==> src/rtl/vcxo_dac_pkg.sv <==
// rtl/vcxo_dac_pkg.sv - shared constants, FSM states and frame builder for the VCXO DAC arbiter
package vcxo_dac_pkg;
   localparam int FRAME_BITS = 24;
   localparam logic [1:0] PD_NORMAL = 2'b00;

   typedef enum logic [1:0] {INIT, IDLE, SHIFT, GAP} state_t;

   function automatic logic [FRAME_BITS-1:0] make_frame(input logic [15:0] code);
      return {6'b000000, PD_NORMAL, code};
   endfunction
endpackage

==> src/rtl/vcxo_dac_arbiter_if.sv <==
// rtl/vcxo_dac_arbiter_if.sv - requester handshakes and AD5662 serial bus of the VCXO DAC arbiter
interface vcxo_dac_arbiter_if;
   logic        loop_valid;
   logic [15:0] loop_dat;
   logic        loop_ready;
   logic        host_valid;
   logic [15:0] host_dat;
   logic        host_ready;
   logic        host_lock;
   logic        sclk;
   logic        mosi;
   logic        sync_n;
   logic        busy;
   logic [15:0] last_dat;

   modport master (
      output loop_valid, loop_dat, host_valid, host_dat, host_lock,
      input  loop_ready, host_ready, sclk, mosi, sync_n, busy, last_dat
   );

   modport slave (
      input  loop_valid, loop_dat, host_valid, host_dat, host_lock,
      output loop_ready, host_ready, sclk, mosi, sync_n, busy, last_dat
   );
endinterface

==> src/rtl/vcxo_dac_spi_shift.sv <==
// rtl/vcxo_dac_spi_shift.sv - shifts one 24-bit AD5662 frame; sync_n low for 1 + 48*CLK_DIV cycles
module vcxo_dac_spi_shift
   import vcxo_dac_pkg::*;
#(
   parameter int CLK_DIV = 4
) (
   input  logic                  clk,
   input  logic                  reset,
   input  logic                  start,
   input  logic [FRAME_BITS-1:0] frame,
   output logic                  done,
   output logic                  sclk,
   output logic                  mosi,
   output logic                  sync_n
);
   localparam logic [7:0] DIV_LD    = 8'(CLK_DIV);
   localparam logic [7:0] DIV_RL    = 8'(CLK_DIV - 1);
   localparam logic [5:0] LAST_EDGE = 6'(2 * FRAME_BITS - 1);

   logic                  active;
   logic [FRAME_BITS-1:0] shreg;
   logic [7:0]            div_cnt;
   logic [5:0]            edge_cnt;

   // The first half-period is one cycle longer: that cycle is the sync_n setup time.
   always_ff @(posedge clk) begin
      if (reset) begin
         active   <= 1'b0;
         sync_n   <= 1'b1;
         sclk     <= 1'b1;
         mosi     <= 1'b0;
         shreg    <= '0;
         div_cnt  <= '0;
         edge_cnt <= '0;
      end else if (!active) begin
         if (start) begin
            active   <= 1'b1;
            sync_n   <= 1'b0;
            mosi     <= frame[FRAME_BITS-1];
            shreg    <= {frame[FRAME_BITS-2:0], 1'b0};
            div_cnt  <= DIV_LD;
            edge_cnt <= '0;
         end
      end else if (div_cnt != 8'd0) begin
         div_cnt <= div_cnt - 8'd1;
      end else begin
         div_cnt  <= DIV_RL;
         edge_cnt <= edge_cnt + 6'd1;
         if (edge_cnt == LAST_EDGE) begin
            active <= 1'b0;
            sync_n <= 1'b1;
            sclk   <= 1'b1;
            mosi   <= 1'b0;
         end else begin
            sclk <= ~sclk;
            if (!sclk) begin
               mosi  <= shreg[FRAME_BITS-1];
               shreg <= {shreg[FRAME_BITS-2:0], 1'b0};
            end
         end
      end
   end

   assign done = active && (div_cnt == 8'd0) && (edge_cnt == LAST_EDGE);
endmodule

==> src/rtl/vcxo_dac_arbiter.sv <==
// rtl/vcxo_dac_arbiter.sv - round-robin host/loop arbiter driving an AD5662 VCXO DAC
// Optional VCXO_DAC_COALESCE_EN: loop side becomes a 1-entry overwrite register.
module vcxo_dac_arbiter
   import vcxo_dac_pkg::*;
#(
   parameter int          CLK_DIV = 4,
   parameter int          GAP_CYC = 8,
   parameter logic [15:0] DFLT    = 16'h7FFF
) (
   input logic               clk,
   input logic               reset,
   vcxo_dac_arbiter_if.slave bus
);
   localparam logic [7:0] GAP_LD = 8'(GAP_CYC - 1);

   state_t                state;
   logic                  last_loop;
   logic [15:0]           cur_dat;
   logic [15:0]           last_dat_q;
   logic [7:0]            gap_cnt;
   logic                  busy_q;
   logic                  loop_req;
   logic [15:0]           loop_code;
   logic                  idle;
   logic                  host_elig;
   logic                  loop_elig;
   logic                  grant_host;
   logic                  grant_loop;
   logic                  start;
   logic                  done;
   logic [15:0]           start_code;
   logic [FRAME_BITS-1:0] start_frame;

`ifdef VCXO_DAC_COALESCE_EN
   logic        pend_v;
   logic [15:0] pend_dat;

   // A write in the grant cycle re-arms pending; the grant itself takes the older value.
   always_ff @(posedge clk) begin
      if (reset) begin
         pend_v   <= 1'b0;
         pend_dat <= '0;
      end else if (bus.loop_valid) begin
         pend_v   <= 1'b1;
         pend_dat <= bus.loop_dat;
      end else if (grant_loop) begin
         pend_v <= 1'b0;
      end
   end

   assign loop_req       = pend_v;
   assign loop_code      = pend_dat;
   assign bus.loop_ready = !reset;
`else
   assign loop_req       = bus.loop_valid;
   assign loop_code      = bus.loop_dat;
   assign bus.loop_ready = grant_loop;
`endif

   assign idle       = (state == IDLE) && !reset;
   assign host_elig  = idle && bus.host_valid;
   assign loop_elig  = idle && loop_req && !bus.host_lock;
   assign grant_host = host_elig && (!loop_elig || last_loop);
   assign grant_loop = loop_elig && !grant_host;

   assign bus.host_ready = grant_host;
   assign start          = ((state == INIT) && !reset) || grant_host || grant_loop;
   assign start_code     = (state == INIT) ? DFLT : (grant_host ? bus.host_dat : loop_code);
   assign start_frame    = make_frame(start_code);

   always_ff @(posedge clk) begin
      if (reset) begin
         state      <= INIT;
         last_loop  <= 1'b1;
         cur_dat    <= DFLT;
         last_dat_q <= DFLT;
         gap_cnt    <= '0;
         busy_q     <= 1'b1;
      end else begin
         case (state)
            INIT: begin
               cur_dat <= DFLT;
               state   <= SHIFT;
            end
            IDLE: begin
               if (grant_host || grant_loop) begin
                  cur_dat <= start_code;
                  state   <= SHIFT;
                  busy_q  <= 1'b1;
                  if (!bus.host_lock) last_loop <= grant_loop;
               end
            end
            SHIFT: begin
               if (done) begin
                  last_dat_q <= cur_dat;
                  gap_cnt    <= GAP_LD;
                  state      <= GAP;
               end
            end
            GAP: begin
               if (gap_cnt == 8'd0) begin
                  state  <= IDLE;
                  busy_q <= 1'b0;
               end else begin
                  gap_cnt <= gap_cnt - 8'd1;
               end
            end
            default: state <= INIT;
         endcase
      end
   end

   assign bus.busy     = busy_q || reset;
   assign bus.last_dat = last_dat_q;

   vcxo_dac_spi_shift #(.CLK_DIV(CLK_DIV)) u_shift (
      .clk    (clk),
      .reset  (reset),
      .start  (start),
      .frame  (start_frame),
      .done   (done),
      .sclk   (bus.sclk),
      .mosi   (bus.mosi),
      .sync_n (bus.sync_n)
   );
endmodule

==> src/flat_wrapper.sv <==
// flat-port wrapper written by rule: the top's interface ports become plain ports
module vcxo_dac_arbiter_flat import vcxo_dac_pkg::*;
#(
   parameter int          CLK_DIV = 4,
   parameter int          GAP_CYC = 8,
   parameter logic [15:0] DFLT    = 16'h7FFF
)
  (clk, reset, bus_loop_valid, bus_loop_dat, bus_host_valid, bus_host_dat, bus_host_lock, bus_loop_ready, bus_host_ready, bus_sclk, bus_mosi, bus_sync_n, bus_busy, bus_last_dat);
  vcxo_dac_arbiter_if bus_i ();
  input logic clk;
  input logic reset;
  input wire logic [$bits(bus_i.loop_valid)-1:0] bus_loop_valid;
  input wire logic [$bits(bus_i.loop_dat)-1:0] bus_loop_dat;
  input wire logic [$bits(bus_i.host_valid)-1:0] bus_host_valid;
  input wire logic [$bits(bus_i.host_dat)-1:0] bus_host_dat;
  input wire logic [$bits(bus_i.host_lock)-1:0] bus_host_lock;
  output wire logic [$bits(bus_i.loop_ready)-1:0] bus_loop_ready;
  output wire logic [$bits(bus_i.host_ready)-1:0] bus_host_ready;
  output wire logic [$bits(bus_i.sclk)-1:0] bus_sclk;
  output wire logic [$bits(bus_i.mosi)-1:0] bus_mosi;
  output wire logic [$bits(bus_i.sync_n)-1:0] bus_sync_n;
  output wire logic [$bits(bus_i.busy)-1:0] bus_busy;
  output wire logic [$bits(bus_i.last_dat)-1:0] bus_last_dat;
  assign bus_i.loop_valid = bus_loop_valid;
  assign bus_i.loop_dat = bus_loop_dat;
  assign bus_i.host_valid = bus_host_valid;
  assign bus_i.host_dat = bus_host_dat;
  assign bus_i.host_lock = bus_host_lock;
  assign bus_loop_ready = bus_i.loop_ready;
  assign bus_host_ready = bus_i.host_ready;
  assign bus_sclk = bus_i.sclk;
  assign bus_mosi = bus_i.mosi;
  assign bus_sync_n = bus_i.sync_n;
  assign bus_busy = bus_i.busy;
  assign bus_last_dat = bus_i.last_dat;
  vcxo_dac_arbiter #(.CLK_DIV(CLK_DIV), .GAP_CYC(GAP_CYC), .DFLT(DFLT)) u_core (.clk(clk), .reset(reset), .bus(bus_i));
endmodule
==> config.mk <==
export PLATFORM = sky130hd
export DESIGN_NAME = vcxo_dac_arbiter_flat
export DESIGN_NICKNAME = d
export VERILOG_FILES = /design/src/rtl/vcxo_dac_pkg.sv /design/src/rtl/vcxo_dac_arbiter_if.sv /design/src/rtl/vcxo_dac_spi_shift.sv /design/src/rtl/vcxo_dac_arbiter.sv /design/src/flat_wrapper.sv
export SDC_FILE = /design/constraint.sdc
export NUM_CORES = 1
export LEC_CHECK = 0
export ABC_CLOCK_PERIOD_IN_PS = 2900
export CORE_UTILIZATION = 40
export DETAILED_ROUTE_END_ITERATION = 16
export PLACE_DENSITY = 0.67
export SETUP_SLACK_MARGIN = 0.2
export SLEW_MARGIN = 30
export SYNTH_ARGS = -nofsm -noshare
export SYNTH_HDL_FRONTEND = slang
export SYNTH_SLANG_ARGS = --single-unit
==> constraint.sdc <==
create_clock -name clk -period 2.9 [get_ports clk]
set_clock_uncertainty 0.1 [all_clocks]
set_input_delay 0.725 -clock clk [delete_from_list [all_inputs] [get_ports clk]]
set_output_delay 0.725 -clock clk [all_outputs]
set_load 0.01 [all_outputs]
After elaboration in Yosys (flattened, before gate mapping)
Cells that the tools add are included.

cells by class
  $add $sub $neg = 3
  $mul = 0
  div/mod/pow operators = 0
  magnitude comparators = 0
  equal/unequal tests = 13
  shift operators = 0
  muxes and demuxes = 38
  bitwise logic cells = 3
  reductions and logical operators = 37

operators by type and width
  cell                   count
  $mux W24               5
  $mux W16               3
  $mux W8                5
  $pmux W16 S2           1
  $mux W6                3
  $reduce_and A3 Y1      6
  $logic_not A8 Y1       2
  $pmux W8 S2            1
  $sub A8 B1 Y8 const B  2
  $mux W1                15
  $ne A2 B2 Y1 const B   5
  $logic_and A1 B1 Y1    9
  $pmux W2 S4            1
  $reduce_and A2 Y1      4
  $reduce_bool A2 Y1     4
  $reduce_bool A8 Y1     1
  $add A6 B1 Y6 const B  1
  $eq A6 B6 Y1 const B   1
  $mux W2                3
  $ne A2 B1 Y1 const B   3
  $logic_or A1 B1 Y1     5
  $eq A2 B2 Y1 const B   2
  $logic_not A1 Y1       4
  $reduce_and A4 Y1      1
  other kinds (5)        7

storage, ports and cells
  register bits = 86
  latch bits = 0
  RAM bits = 0
  bits in read-only memories = 0
  input bits = 37
  output and inout bits = 22
  memories = 0

Logic depth before layout (Yosys ltp)
  depth after elaboration = 12
  depth in mapped cells = 9

Modules after synthesis
Synthesis repeated with hierarchy kept, for this count alone.

second synthesis, totals
  cell total of the unflattened synthesis = 477
  area, all modules = 4,246.6 um^2

by module, submodules not included
  module              instances  cells an instance  area each (um^2)  sequential area each (um^2)
  vcxo_dac_spi_shift  1          223                2,187.1           820.8
  vcxo_dac_arbiter    1          254                2,059.5           880.8

Worst setup path after synthesis
Ideal clock, no wire load.

  kind = input to output
  start = input bus_host_lock
  end = output bus_loop_ready
  arrival = 1.658 ns
  required time = 2.075 ns
  path slack = 0.417 ns
  stages = 4
  path through = nand2b_1 o21ai_2 buf_4 and3_1

between the ends
  word-level cells in the longest chain between the ends = 7

RTL lines
  element                  RTL line                text
  start: declaration       flat_wrapper.sv:16      input wire logic [$bits(bus_i.host_lock)-1:0] bus_host_lock;
  $logic_not A1 Y1 (*)     vcxo_dac_arbiter.sv:62  assign loop_elig = idle && loop_req && !bus.host_lock;
  $logic_and A1 B1 Y1 (*)  vcxo_dac_arbiter.sv:62
  $logic_not A1 Y1         vcxo_dac_arbiter.sv:63  assign grant_host = host_elig && (!loop_elig || last_loop);
  $logic_or A1 B1 Y1       vcxo_dac_arbiter.sv:63
  $logic_and A1 B1 Y1      vcxo_dac_arbiter.sv:63
  $logic_not A1 Y1         vcxo_dac_arbiter.sv:64  assign grant_loop = loop_elig && !grant_host;
  $logic_and A1 B1 Y1 (*)  vcxo_dac_arbiter.sv:64
  end: declaration         flat_wrapper.sv:17      output wire logic [$bits(bus_i.loop_ready)-1:0] bus_loop_ready;

Every way passes the cells marked *; elsewhere a longest branch is shown, timed or not.

Final worst setup path
Same ends and word-level chain as after synthesis.

==> flow_summary_export.csv <==
group,metric,value,unit
status,outcome,"finished clean",
grt,busiest_layer,"met2",
synthesis,synth_area_leaders,"dfxtp_1 (45%), nand2_1 (5.6%), a21oi_1 (5.3%)",
placed_design,port_buffers,58,
sta,setup_violations,0,
clock_network,cts_hold_buf,0,
min_path,hold_class,"reg2reg",
finish,areaGrowthSynthToFinish,25.38,%
clock_network,cts.sinks,85,
grt,grt_util_all_layers,0.1902,
pwr,power.density,535.3,nW/µm²
worst_setup_path,critical_path_class,"in2out",
clock_network,cts_htree_levels,3,
placed_design,dp_hpwl,6272,µm
grt,antenna_found_initial,0,
sta,fin_crit_sh,0.9094,
pwr,power.total,0.002544,W
worst_setup_path,critical_path_required,2080,ps
routing,ant_nets,0,
grt,grt_overflow,0,
sta,hold_viol,0,
routing,drt-total-wl,8805,µm
sta,tightest_slew,875.4,ps
pwr,p_int,0.001872,W
worst_setup_path,cp-start-kind,"input pin",
sta,drv_slew,0,
sta,fmax,379.2,MHz
grt,grt_use_met3,0.03514,
pwr,switchingPower,0.0006724,W
die,initial_core_util,0.4122,
pwr,ir_drop,232.0,µV
pwr,power_leakage,1.677,nW
synthesis,ys_ff_latch,85,
synthesis,syn-cell-area,3791,µm²
synthesis,avgSynthCellArea,9.269,µm²
routing,drt_iter0_drc,173,
clock_network,cts_tree,"built",
worst_setup_path,critPathCaptureType,"primary output",
die,num_rows,35,
placed_design,place_congestion,0.7709,
synthesis,yosysTopAreaCellShare,0.4488,
grt,grt_pass1_vias,3074,
die,die_h,99.36,µm
pwr,p_comb_frac,0.142,
die,io_pins,59,
routing,drcViolationCount,0,
synthesis,syn_nets,451,
finish,final_cells,592,
finish,n_fill_cell,869,
synthesis,ys_seq_area_frac,0.4488,
grt,gr-usage-met2,0.3210,
worst_setup_path,cp_slowest_cell,"clkdlybuf4s50_1",
grt,grtUsageMet1,0.2459,
pwr,clkPwrFrac,0.365,
worst_setup_path,crit_family,"buffers and inverters",
finish,drive_gt1_frac,0.1538,
routing,firstDrtPassIters,6,
grt,grt_pass1_wl,15010,µm
routing,vias,3216,
clock_network,cts_buffers,9,
pwr,p_seq_frac,0.493,
synthesis,async_flop_share,0,
sta,slew_headroom,0.4164,
synthesis,synth_top_area_cell,"dfxtp_1",
clock_network,clock_latency,350,ps
pwr,swShare,0.2643,
synthesis,synth_cell_types,61,
routing,avgRoutedWirePerCell,14.87,µm
worst_setup_path,critPathMaxFanout,4,
sta,period_minus_slack,2637,ps
synthesis,synth-main-ff-cell,"dfxtp_1",
die,dieArea,9871,µm²
clock_network,ctsLongestPathBuffers,2,
sta,grt_setup_unrepaired,"false",
clock_network,cts_root_buf,"clkbuf_8",
worst_setup_path,crit_chain,"clkdlybuf4s50_1 > nand2b_4 > o21ai_4 > and3_4 > buf_2",
placed_design,dp_cells,574,
worst_setup_path,path_buf_inv,2,
grt,grt_max_degree,36,
synthesis,synth_warnings,0,
synthesis,synth-edff-count,0,
die,die_x,99.36,µm
synthesis,netlist_instances,409,
job,max_cap_violations,0,
routing,via_per_inst,5.432,
finish,finish.net_count,518,
clock_network,cts.reportedPaths.clkPinSlew,80,ps
die,core_area,9196,µm²
worst_setup_path,slowest_delay,420,ps
finish,antenna_cells,0,
worst_setup_path,crit_arrival,1810,ps
==> per-layer routing <==
metal	share of wire	vias up	wire length, µm
met5	0	-	0
li1	-	1611	-
met1	0.46	1544	4071
met3	0.032	8	284
met4	0.015	0	136
met2	0.49	53	4312
==> power groups by stage <==
stage | clock, W | sequential [W] | combinational, W
4_1_cts | 0.000946 | 0.00125 | 0.000364
5_1_grt | 0.00101 | 0.00126 | 0.000402
3_3_place_gp | 0 | 0.00128 | 0.000353
2_1_floorplan | 0 | 0.00127 | 0.000238
6_report | 0.000928 | 0.00125 | 0.000363
3_5_place_dp | 0 | 0.00128 | 0.000361
==> cell usage in the layout, fill, tap and decap left out, types with 2 or more instances in the layout <==
cell | netlist | final
a21oi_1 | 40 | 40
a31oi_1 | 3 | 3
bufinv_16 | 0 | 2
nand3_1 | 16 | 16
o31a_1 | 2 | 2
a21oi_2 | 2 | 2
o221ai_1 | 14 | 14
ha_1 | 5 | 5
or3_1 | 6 | 6
nor3_1 | 17 | 17
nor2b_1 | 3 | 3
nor2_1 | 20 | 20
o21ai_1 | 3 | 3
a211oi_1 | 4 | 4
inv_6 | 0 | 2
xor2_1 | 5 | 5
nand3b_1 | 2 | 2
mux2i_1 | 18 | 18
buf_4 | 1 | 22
clkdlybuf4s50_1 | 0 | 53
inv_1 | 11 | 11
dfxtp_1 | 85 | 85
nand4_1 | 2 | 2
xnor2_1 | 2 | 2
buf_2 | 6 | 2
dlygate4sd2_1 | 0 | 2
nand2_1 | 57 | 57
o22ai_1 | 7 | 7
mux2_2 | 14 | 14
clkinvlp_4 | 0 | 2
o21ai_0 | 7 | 7
o22a_1 | 8 | 8
clkbuf_8 | 0 | 9
a32o_1 | 2 | 2
==> metrics by stage <==
step / util / setup WS (ps) / area (µm²) / TNS (ps) / hold WS (ps)
3_3_place_gp: 0.4898 / -213.1 / 4504 / -355.2 / 338.2
2_1_floorplan: - / 416.6 / 3791 / 0 / 331.7
6_report: 0.5169 / 262.7 / 4753 / 0 / 357.8
3_5_place_dp: 0.4898 / -237.5 / 4504 / -365.0 / 346.3
4_1_cts: 0.5167 / 204.7 / 4752 / 0 / 357.8
5_1_grt: 0.5169 / 202.7 / 4753 / 0 / 372.6
==> final cells by class <==
type	count	area, µm²	area share
clock buffers	9	123.9	0.02606
well taps	111	138.9	0.02922
inverters	12	45.04	0.009476
flip-flops and latches	85	1702	0.3580
clock inverters	7	97.59	0.02053
repair buffers	81	753.2	0.1585
multi-input cells	287	1893	0.3983
==> worst min-delay path: cells and delay by family (launching register included) <==
family | cells | cell delay [ps]
and+or+nand+nor | 1 | 50
DFF | 1 | 320
AOI/OAI and AO/OA | 1 | 50
==> logic make-up after synthesis <==
family,synth area share
AND/OR/NAND/NOR,0.1927
multiplexers,0.08911
XOR/XNOR,0.01617
AO/OA/AOI/OAI,0.1795
adder cells (fa/ha/maj),0.01650
buffers and inverters,0.05709
flip-flops,0.4488
==> cell usage after synthesis, drive strengths merged (3+ instances only) <==
| library cell | instances |
|---|---|
| dfxtp | 85 |
| nor3 | 18 |
| nand3 | 16 |
| mux2i | 18 |
| clkbuf | 11 |
| o22a | 8 |
| buf | 14 |
| xor2 | 5 |
| ha | 5 |
| nor2b | 3 |
| a21oi | 42 |
| o21ai | 11 |
| or3 | 7 |
| nand4 | 3 |
| a31oi | 4 |
| o221ai | 14 |
| nor2 | 20 |
| inv | 12 |
| and4 | 3 |
| o22ai | 7 |
| mux2 | 14 |
| nand2 | 57 |
| a211oi | 4 |
==> sequential cells by signal (all words and copies together), names as in the netlist, 2 cells and up <==
register / flops
u_core.gap_cnt: 8
u_core.cur_dat: 16
u_core.u_shift.div_cnt: 8
u_core.u_shift.edge_cnt: 6
u_core.u_shift.shreg: 23
u_core.state: 2
u_core.bus.last_dat: 16
==> repair_timing <==
item,4_1_cts,5_1_grt
setup endpoints to repair,2,2
pin swaps,2,2
buffers inserted,2,0
resized for setup,10,1
==> worst paths after layout <==
kind / cells past startpoint / end / slack, ps / from
max: 5 / bus_loop_ready / 260 / bus_host_lock
max reg2reg: 5 / u_core.u_shift.shreg[9] / 470 / u_core.u_shift.div_cnt[2]
min reg2reg: 2 / u_core.u_shift.shreg[20] / 360 / u_core.u_shift.shreg[20]
min: 2 / u_core.u_shift.shreg[20] / 360 / u_core.u_shift.shreg[20]
(Power assumes the default switching activity.)
